File: src/rtl/store_merge_unit.sv
// store_merge_unit
// Memory-access front end between the EX/MEM register and a word-only data
// memory. Loads and word stores pass straight through. Byte and halfword
// stores become a read-modify-write pair:
//   - IDLE: the containing word is read while the pipeline is stalled.
//   - RMW_WRITE: the merged word is written back.
// Optional feature macro: STORE_MISALIGN_TRAP_EN.
//   - Defined: misaligned sw/sh raise misalign_out and issue no memory access.
//   - Undefined: sw is word-aligned by force, sh picks its lane from
//     addr_in[1], and misalign_out is tied low.
module store_merge_unit #(
    parameter int ADDR_W = 32,
    parameter int DATA_W = 32   // lane merge assumes 32; do not override
) (
    input  logic              clock,
    input  logic              reset,
    input  logic [ADDR_W-1:0] addr_in,
    input  logic [DATA_W-1:0] storedata_in,
    input  logic              load_in,
    input  logic              sw_in,
    input  logic              sh_in,
    input  logic              sb_in,
    input  logic [DATA_W-1:0] mem_readdata_in,
    output logic [ADDR_W-1:0] mem_addr_out,
    output logic [DATA_W-1:0] mem_writedata_out,
    output logic              mem_re_out,
    output logic              mem_we_out,
    output logic [1:0]        mem_size_out,
    output logic              stall_out,
    output logic              misalign_out
);

    typedef enum logic {
        IDLE      = 1'b0,
        RMW_WRITE = 1'b1
    } state_t;

    state_t              state_q, state_d;
    logic [DATA_W-1:0]   merge_q, merge_d;
    logic [ADDR_W-1:0]   addr_q, addr_d;

    // Decoded, prioritised request (sw > sh > sb > load)
    logic                do_sw, do_sh, do_sb, do_ld;
    logic                mis_sw, mis_sh;
    logic [ADDR_W-1:0]   word_addr;
    logic [ADDR_W-1:0]   sw_addr;

    // Raw combinational outputs before reset gating
    logic                re_c, we_c, stall_c, misalign_c;
    logic [ADDR_W-1:0]   addr_c;
    logic [DATA_W-1:0]   wdata_c;

    // Read word with the store lane substituted
    logic [3:0]          lane_hit;
    logic [DATA_W-1:0]   merged_word;

    // Priority decode of the request lines and aligned word address
    always_comb begin
        do_sw     = sw_in;
        do_sh     = !sw_in && sh_in;
        do_sb     = !sw_in && !sh_in && sb_in;
        do_ld     = !sw_in && !sh_in && !sb_in && load_in;
        word_addr = {addr_in[ADDR_W-1:2], 2'b00};
`ifdef STORE_MISALIGN_TRAP_EN
        mis_sw    = do_sw && (addr_in[1:0] != 2'b00);
        mis_sh    = do_sh && addr_in[0];
        sw_addr   = addr_in;
`else
        mis_sw    = 1'b0;
        mis_sh    = 1'b0;
        sw_addr   = word_addr;
`endif
    end

    // Per-byte lane merge: a halfword covers two lanes chosen by addr_in[1],
    // a byte covers one lane chosen by addr_in[1:0].
    genvar gi;
    generate
        for (gi = 0; gi < 4; gi++) begin : g_lane
            assign lane_hit[gi] = do_sh ? (addr_in[1] == 1'(gi / 2))
                                        : (addr_in[1:0] == 2'(gi));
            assign merged_word[8*gi +: 8] =
                !lane_hit[gi] ? mem_readdata_in[8*gi +: 8] :
                do_sh         ? storedata_in[8*(gi % 2) +: 8] :
                                storedata_in[7:0];
        end
    endgenerate

    // Next-state and memory-side outputs for both states
    always_comb begin
        state_d    = state_q;
        merge_d    = merge_q;
        addr_d     = addr_q;
        re_c       = 1'b0;
        we_c       = 1'b0;
        stall_c    = 1'b0;
        misalign_c = 1'b0;
        addr_c     = addr_in;
        wdata_c    = storedata_in;

        case (state_q)
            IDLE: begin
                if (mis_sw || mis_sh) begin
                    // Trapped store: flag only, memory untouched
                    misalign_c = 1'b1;
                end else if (do_sw) begin
                    we_c   = 1'b1;
                    addr_c = sw_addr;
                end else if (do_sh || do_sb) begin
                    re_c    = 1'b1;
                    addr_c  = word_addr;
                    stall_c = 1'b1;
                    merge_d = merged_word;
                    addr_d  = word_addr;
                    state_d = RMW_WRITE;
                end else if (do_ld) begin
                    re_c = 1'b1;
                end
            end
            RMW_WRITE: begin
                // Request inputs still hold the same store; ignore them
                we_c    = 1'b1;
                addr_c  = addr_q;
                wdata_c = merge_q;
                state_d = IDLE;
            end
            default: begin
                state_d = IDLE;
            end
        endcase
    end

    // State and merge registers; reset aborts any pending write-back
    always_ff @(posedge clock or negedge reset) begin
        if (!reset) begin
            state_q <= IDLE;
            merge_q <= '0;
            addr_q  <= '0;
        end else begin
            state_q <= state_d;
            merge_q <= merge_d;
            addr_q  <= addr_d;
        end
    end

    // Control outputs are forced quiet while reset is held low
    assign mem_re_out        = reset & re_c;
    assign mem_we_out        = reset & we_c;
    assign stall_out         = reset & stall_c;
    assign misalign_out      = reset & misalign_c;
    assign mem_addr_out      = addr_c;
    assign mem_writedata_out = wdata_c;
    assign mem_size_out      = 2'b11;

endmodule

File: config.mk
export PLATFORM = sky130hd
export DESIGN_NAME = store_merge_unit
export DESIGN_NICKNAME = d
export VERILOG_FILES = /design/src/rtl/store_merge_unit.sv
export SDC_FILE = /design/constraint.sdc
export NUM_CORES = 1
export LEC_CHECK = 0
export BUFFER_PORTS_ARGS = -buffer_cell sky130_fd_sc_hd__buf_4
export CAP_MARGIN = 20
export CORE_ASPECT_RATIO = 1.5
export CORE_MARGIN = 2
export CORE_UTILIZATION = 45
export CTS_CLUSTER_SIZE = 16
export DETAILED_ROUTE_END_ITERATION = 12
export PLACE_DENSITY_LB_ADDON = 0.05
export SETUP_SLACK_MARGIN = 0.3
export SLEW_MARGIN = 30
export SYNTH_ARGS = -nofsm -noshare
export SYNTH_HDL_FRONTEND = slang
export SYNTH_SLANG_ARGS = --single-unit
File: constraint.sdc
create_clock -name clock -period 2.8 [get_ports clock]
set_input_delay 0.28 -clock clock [delete_from_list [all_inputs] [get_ports clock]]
set_output_delay 0.28 -clock clock [all_outputs]
set_load 0.05 [all_outputs]
-- Yosys cells after proc, flatten, opt, wreduce, memory -nomap -nowiden
Index checks and enable logic that the tools add are counted.
- logic and storage cells: 46
- bits of input ports: 102
- flip-flop bits (word level): 63
- output and inout port bits: 70
- eq/ne operators: 3
- reduce and logical (&&, ||, !) cells: 11
- bitwise gates (word level): 6
- multiplexer cells: 23
- operator list (operator ; number):
    $pmux W32 S2 ; 1
    $mux W8 ; 5
    $mux W32 ; 1
    $mux W1 ; 12
    $logic_and A1 B1 Y1 ; 5
    $eq A2 B2 Y1 const B ; 2
    $mux W2 ; 2
    $pmux W1 S2 ; 2
    $and A1 B1 Y1 ; 3
    $logic_not A1 Y1 ; 3
    $not A1 Y1 ; 3
    $reduce_and A3 Y1 ; 1
    $eq A2 B1 Y1 const B ; 1
    $logic_not A2 Y1 ; 1
    $logic_or A1 B1 Y1 ; 1

-- Logic depth before layout (Yosys ltp)
Gate-level depths: netlist of the first run.
- depth after elaboration: 9
- gate-level depth with buffers: 8
- gate-level depth less buffers: 5

-- Least setup slack after synthesis of the first run
Ideal clock, no wire load.
- kind: reg2out
- start: reg state_q
- end: out stall_out
- buffers on the path: 2
- stages on the path, launching flop included: 7
- arrival: 1339 ps
- path slack: 1181 ps
- required time: 2520 ps
- cell sequence: dfrtp_1 buf_6 nor2_8 o21ai_2 inv_1 buf_2 and2_1
- cells in the longest elaborated chain, start to end: 2
- ends and longest elaborated chain (element ; line ; text):
    from (decl) ; 38 ; state_t state_q, state_d;
    from (signal assigned) ; 140 ; state_q <= state_d;
    $mux W1 ; 101 ; case (state_q)
    $and A1 B1 Y1 ; 149 ; assign stall_out = reset & stall_c;
    to (decl) ; 29 ; output logic stall_out,
No other way between the ends.

-- Worst setup path after layout of the first run
- start: in reset
- end: out mem_re_out
- cells in the longest elaborated chain, start to end: 1
- ends and longest elaborated chain (element ; line ; text):
    from (decl) ; 16 ; input logic reset,
    $and A1 B1 Y1 ; 147 ; assign mem_re_out = reset & re_c;
    to (decl) ; 26 ; output logic mem_re_out,
No other way between the ends.

==> run summary, run 1 <==
The flow ran to the end, and the final reports show no timing, DRC or antenna violations. Summed over all layers, the routed wires come to 9780 um. Of all cell types, the one taking the most synthesized area is sky130_fd_sc_hd__dfrtp_1. After layout, the minimum clock period comes to 2.03 ns. The residual overflow from global routing is 0, and the number of levels in the clock H-tree is 3.

After floorplanning, the core was sized to cover 7560 um2. The peak clock frequency supported by timing came out at 0.493 GHz. Yosys mapped the design onto 26 distinct sky130hd cell types. The growth of design area from synthesis to finish was 45.1%; the remaining max-slew budget at the tightest pin was 0.574. The tool flagged a number of max-cap violations equal to 0.

Kind of launch point of the worst setup path: an input pin. The tools report the initial antenna violation count as 0. The pre-antenna-repair detailed-routing pass consisted of 4 iterations. The final-report setup violation count is 0, and the data required time at the worst endpoint is 2.52 ns. The residual antenna-violating net count after detailed routing came out at 0. In this run the critical register-to-register path is launched from state_q$_DFF_PN0_.

Count of cells along the worst register-to-register path: 6. Ranked by total cell area, the synthesized netlist is headed by sky130_fd_sc_hd__dfrtp_1 (45%), sky130_fd_sc_hd__mux2_2 (20%), sky130_fd_sc_hd__nand2_1 (10%). The iteration-0 DRC count of the detailed router is 106, and the average wire per cell in the routed design is 15.6 um. The startpoint identified for the worst hold timing path is addr_in[18]. The cell count after synthesis came out at 358. For the final routed database, the setup TNS stands at 0 ns. The number of hold violations in the final report is 0. TritonCTS built the clock tree. The die covers 8520 um2.

From left edge to right edge, the die measures 76.1 um. In this run the worst path has a maximum fanout of 43. The run gives 0.159 ns as the worst hold margin.

The run gives 0 as the diode insertion count for antenna repair. The tools report the launch point of the critical path as reset. The share of final-layout standard cells stronger than drive strength 1 was 0.486; the actual slew at the worst max-slew pin was 0.639 ns. The tools report the worst reg2reg path endpoint as merge_q[16]$_DFFE_PN0P_. In this run, synthesis produced a sequential element count of 63.

Number of clock sinks: 63. Total power for the finished layout comes to 0.00331 W. The power density over the cells is 651 nW/um2, and the total number of nets in the final design is 624.

The number of global-route vias before repair was 3345. The cell area that synthesis handed to floorplanning was 3500 um2. The largest buffer count on any clock path was 2; the remaining design rule violation count was 0.

TritonCTS created 9 clock buffers. Summed over all cells, the static leakage comes to 2.59 nW. Port buffering added 168 buffers. The tools report the sequential share of the synthesized area as 0.450. The share of the cycle needed by the critical path after routing works out to 0.724. The run gives 0.672 as the final core utilization. The proportion of netlist area held by the largest area contributor is 0.450. The detailed-route vias per instance came out at 5.10.

The tightest min-delay check is of the in2reg type. The total global-route track usage was 0.237; the worst supply voltage drop on vdd was 331 uV. The data arrival at the endpoint of the critical path is 1.75 ns, and the first-pass GRT wire length is 16200 um. Destination of the worst hold path: addr_q[18]$_DFFE_PN0P_. Pin placement for this block handled 172 I/O pins. After clock tree synthesis, the clock-pin slew on the worst setup and hold paths is 0.05 ns.

The tools report the starting utilization of the core area as 0.463. Setup repair after global routing left no endpoint under its margin. Between clock sinks in the finished design, the worst skew comes to 0.00568 ns. The floorplan has 39 rows.

Yosys printed 0 warnings. Each instance of the synthesized netlist takes up on average 9.79 um2. The logs give 0 for the total count of max-transition violations in the final report and 3196 for the total number of vias. The worst setup path is captured at an output port. The die is 112 um tall. For the pin count of the biggest net entering global routing, the log shows 56. The cell sitting at the root of the clock tree is a sky130_fd_sc_hd__clkbuf_16. The run gives 0.32 ns as the source-to-sink clock delay at the later pin of the worst-skew pair.

The run gives 0.867 as the final weighted congestion in routability-driven placement. The path type of the worst setup path was in2out. For flop-to-flop paths, the worst setup slack is 1.09 ns. The worst hold path passes through 3 cells. Once detailed placement completed, the half-perimeter wirelength came to 7240 um.
critical path, stage by stage:
cell and delay (ns):
sky130_fd_sc_hd__dlygate4sd3_1 0.53, sky130_fd_sc_hd__buf_4 0.47, sky130_fd_sc_hd__o311a_1 0.26, sky130_fd_sc_hd__buf_4 0.19
stage by stage:
step / instance area, um2 / worst slack [ns] / cells
after detailed placement: 4810 / 1.01 / 612
after floorplan: 3510 / 1.18 / 359
final: 5080 / 0.773 / 627
after CTS: 5080 / 0.743 / 627
after global placement: 4810 / 1.05 / 612
after global routing: 5080 / 0.650 / 627
how the worst max path moves through the flow:
stage	endpoint	slack, ns
finish	mem_re_out	0.77
detailed placement	merge_q[16]$_DFFE_PN0P_	1.01
floorplan	stall_out	1.18
global route	mem_re_out	0.65
global placement	merge_q[19]$_DFFE_PN0P_	1.05
CTS	mem_re_out	0.74
power by group:
group          switching, W  internal, W  total [W]  leakage (nW)
Sequential        0.0000831      0.00107    0.00115         0.757
Clock              0.000359     0.000635   0.000994         0.132
Combinational      0.000715     0.000449    0.00116          1.70
synth_stat cells:
| cell | instances |
|---|---|
| sky130_fd_sc_hd__nand2_1 | 98 |
| sky130_fd_sc_hd__dfrtp_1 | 63 |
| sky130_fd_sc_hd__mux2_2 | 62 |
| sky130_fd_sc_hd__nor2_1 | 36 |
| sky130_fd_sc_hd__a21oi_1 | 24 |
| sky130_fd_sc_hd__a221o_1 | 16 |
| sky130_fd_sc_hd__mux2i_1 | 16 |
| sky130_fd_sc_hd__buf_2 | 11 |
| sky130_fd_sc_hd__buf_4 | 6 |
| sky130_fd_sc_hd__clkbuf_1 | 4 |
| sky130_fd_sc_hd__buf_6 | 3 |
| sky130_fd_sc_hd__a21o_1 | 2 |
| sky130_fd_sc_hd__and3_1 | 2 |
| sky130_fd_sc_hd__conb_1 | 2 |
| sky130_fd_sc_hd__nor2b_1 | 2 |
| sky130_fd_sc_hd__a21boi_0 | 1 |
| sky130_fd_sc_hd__a21oi_2 | 1 |
| sky130_fd_sc_hd__and2_1 | 1 |
| sky130_fd_sc_hd__inv_1 | 1 |
| sky130_fd_sc_hd__nand2b_1 | 1 |
| sky130_fd_sc_hd__nand3_1 | 1 |
| sky130_fd_sc_hd__nand3b_1 | 1 |
| sky130_fd_sc_hd__nor2_2 | 1 |
| sky130_fd_sc_hd__nor2_8 | 1 |
| sky130_fd_sc_hd__o21ai_2 | 1 |
| sky130_fd_sc_hd__o311a_1 | 1 |
layout by cell type, fill, tap and decap left out, types with 2 or more instances in the layout:
master                      synthesis  final
sky130_fd_sc_hd__buf_4              6    175
sky130_fd_sc_hd__nand2_1           98     98
sky130_fd_sc_hd__mux2_2            62     62
sky130_fd_sc_hd__dfrtp_1           63     62
sky130_fd_sc_hd__nor2_1            36     36
sky130_fd_sc_hd__a21oi_1           24     24
sky130_fd_sc_hd__mux2i_1           16     16
sky130_fd_sc_hd__a221o_1           16     16
sky130_fd_sc_hd__clkbuf_16          0      9
sky130_fd_sc_hd__conb_1             2      3
sky130_fd_sc_hd__and3_1             2      2
sky130_fd_sc_hd__nor2b_1            2      2
sky130_fd_sc_hd__a21o_1             2      2
sky130_fd_sc_hd__clkbuf_8           0      2
sky130_fd_sc_hd__clkbuf_1           4      2
layout make-up:
class / instances / area [um2]
multi-input cells: 271 / 1790
clock buffers: 13 / 260
well taps: 102 / 128
flip-flops and latches: 63 / 1580
clock inverters: 1 / 5.00
fillers: 624 / 2480
repair buffers: 176 / 1320
inverters: 1 / 3.75
layer usage:
| metal | track usage | wire, um | part of all wire |
|---|---|---|---|
| met4 | 0.0909 | 254 | 0.026 |
| met1 | 0.282 | 3870 | 0.40 |
| met5 | 0 | 0 | 0 |
| met3 | 0.0643 | 631 | 0.065 |
| met2 | 0.411 | 5030 | 0.51 |
cells by family after synthesis:
kind of cell / synth area share
compound gates: 0.0943
buf+inv: 0.0436
flops: 0.450
mux: 0.245
other cells: 0.00214
simple gates: 0.165
registers in the layout (all words and copies together) (netlist names):
signal,cells
addr_q,30
merge_q,32
state_q,1
timing repair:
item | CTS | global route
gates resized for setup | 0 | 0
setup buffers | 0 | 0
hold buffers | 1 | 0
endpoints found under the hold margin | 39 | 0
(Power assumes the default switching activity.)
==> run 2, diff against run 1 <==
Clock period 2.8 ns to 1.9 ns, I/O delays scaled along.
==> run summary, run 2 (synthesized netlist as in run 1, its figures left out) <==
The run finished with clean final reports. In the routed design, unresolved DRC markers number 0. The area growth from synthesis to layout is 56.6%. The cell leakage power was 2.76 nW; the final-report setup violation count was 0. The tools report the critical hold path startpoint as addr_in[16]. Worst setup skew after layout: 0.00583 ns. The share of the cycle needed by the critical path after routing was 0.920; the remaining max-slew budget at the tightest pin was 0.572.

The worst register-to-register path begins at state_q$_DFF_PN0_. The cell chosen for the clock root was sky130_fd_sc_hd__clkbuf_16. The clock net in this run drives a total of 63 sinks. More flip-flops sit in one register than any other, and that register is merge_q.

The clock edge transition at the registers on the reported setup and hold paths came out at 0.05 ns. Leaving out fill and tap cells, the most frequent cell in the layout is sky130_fd_sc_hd__buf_4. The standard-cell row count is 39. The tool flagged a number of max-cap violations equal to 0. The layout has 620 filler cells.

The tools report the total global-route track usage as 0.250. The final core utilization is 0.726, and the total count of max-transition violations in the final report is 0. The critical path is of the reg2out type. TritonCTS built the clock tree. The number of clock buffers added by TritonCTS is 9.

The run gives 797 uV as the worst supply voltage drop on vdd. The tools report the diode insertion count for antenna repair as 0. Input and output buffers added on the ports amount to 168. Source-to-sink clock delay at the later pin of the worst-skew pair: 0.33 ns. Routability-driven placement finished with a final weighted congestion of 0.796.

The register with the most flip-flops in the layout has 32 of them. STA classifies the critical path startpoint as a register. The share of final-layout standard cells stronger than drive strength 1 came out at 0.523. Starting utilization of the core area: 0.463.

Classification of the worst-slack hold path: in2reg. The iteration-0 DRC count of the detailed router is 168, and the peak clock frequency supported by timing is 0.572 GHz. The number of global-route vias before repair is 3394, and the horizontal extent of the die is 76.1 um. The largest registers in the layout are merge_q (32), addr_q (30), state_q (1). The longest clock path from root to sink contains 2 buffers.

Dividing total power by cell area gives a power density of 975 nW/um2. The most critical setup path has its startpoint at state_q$_DFF_PN0_. The detailed-route vias per instance works out to 5.13. In the layout the commonest cells are sky130_fd_sc_hd__buf_4 (173), sky130_fd_sc_hd__nand2_1 (98), sky130_fd_sc_hd__mux2_2 (62), sky130_fd_sc_hd__dfrtp_1 (62), sky130_fd_sc_hd__nor2_1 (35). For this run, the post-layout net count is 641. Detailed routing inserted a total of 3307 vias. Data arrives at the worst endpoint at 1.56 ns. The run gives 7570 um as the detailed-placement wirelength estimate. The actual slew at the worst max-slew pin is 0.642 ns.

Setup repair after global routing could not meet its margin everywhere. The residual antenna-violating net count after detailed routing came out at 0. In this run the standard cell core region covers 7560 um2. Entering global routing, the biggest net connects 34 pins. First-pass GRT wire length: 16800 um. The post-layout minimum cycle time was 1.75 ns.

In this run the vertical extent of the chip is 112 um. The final layout contains routed wiring with a total length of 10500 um. STA puts the critical path data required time at 1.71 ns. Of all nets on the critical path, the largest fanout is 21. The tools report the final total negative setup slack as 0 ns. The H-tree was split into 3 levels. The run gives 8520 um2 as the area enclosed by the die boundary. The tools report the type of element capturing the critical path as an output port. The initial antenna violation count was 0; the average wire per cell in the routed design was 16.3 um. The total overflow left after global routing is 0. For this design the top-level I/O count stands at 172. The logs give 0 for the number of hold violations in the final report and 4 for the number of detailed-route iterations in the first pass.
==> run 2: worst max-delay path: stages (launching register included) <==
cell                      delay [ns]
sky130_fd_sc_hd__dfrtp_2        0.48
sky130_fd_sc_hd__buf_12         0.20
sky130_fd_sc_hd__mux2_2         0.36
sky130_fd_sc_hd__buf_4          0.19
==> run 2: timing repair <==
action,4_1_cts,5_1_grt
pin swaps,0,10
hold buffers,1,0
setup buffers,7,3
hold endpoints to repair,13,0
cloned,1,2
resized for setup,12,27
endpoints found under the setup margin,63,104
==> run 2: final timing paths <==
check                                     endpoint  slack (ns)  cells after the start
max                                mem_addr_out[4]        0.15                      3
min                         addr_q[16]$_DFFE_PN0P_        0.06                      3
max reg2reg                merge_q[14]$_DFFE_PN0P_        0.27                      7
min reg2reg                  addr_q[6]$_DFFE_PN0P_        0.47                      2
max in group asynchronous   addr_q[15]$_DFFE_PN0P_        1.02                      3
min in group asynchronous  merge_q[23]$_DFFE_PN0P_        0.28                      2
==> run 2: final cells by class <==
type | count | area, um2 | area share
clock buffer | 12 | 267 | 0.0486
clock inverter | 3 | 65.1 | 0.0119
inverter | 1 | 3.75 | 0.000684
multi-input combinational | 272 | 1850 | 0.338
sequential | 63 | 1580 | 0.287
tap | 102 | 128 | 0.0233
timing repair buffer | 192 | 1590 | 0.290
==> run 2: per-layer routing <==
metal,part of all wire,vias up,global-route usage,routed length [um]
li1,-,1592,-,-
met1,0.38,1564,0.267,3950
met2,0.53,129,0.467,5620
met3,0.061,22,0.0619,646
met4,0.028,0,0.102,297
met5,0,-,0,0
==> run 2: metrics by stage <==
step	hold slack (ns)	power (W)	setup WS, ns	cells	cell area, um2
3_3_place_gp	0.0804	0.00342	0.376	616	4840
6_report	0.0592	0.00535	0.153	645	5490
3_5_place_dp	0.0770	0.00345	0.316	616	4840
4_1_cts	0.0528	0.00532	0.134	640	5300
2_1_floorplan	-0.106	0.00286	0.371	359	3510
5_1_grt	0.0676	0.00557	0.102	645	5490
==> run 2: where the power goes <==
part / total, W / internal, W / leakage (nW) / switching (W)
clock: 0.00182 / 0.00124 / 0.165 / 0.000574
combinational: 0.00182 / 0.000741 / 1.84 / 0.00108
sequential: 0.00171 / 0.00157 / 0.757 / 0.000133
total: 0.00535 / 0.00356 / 2.76 / 0.00179
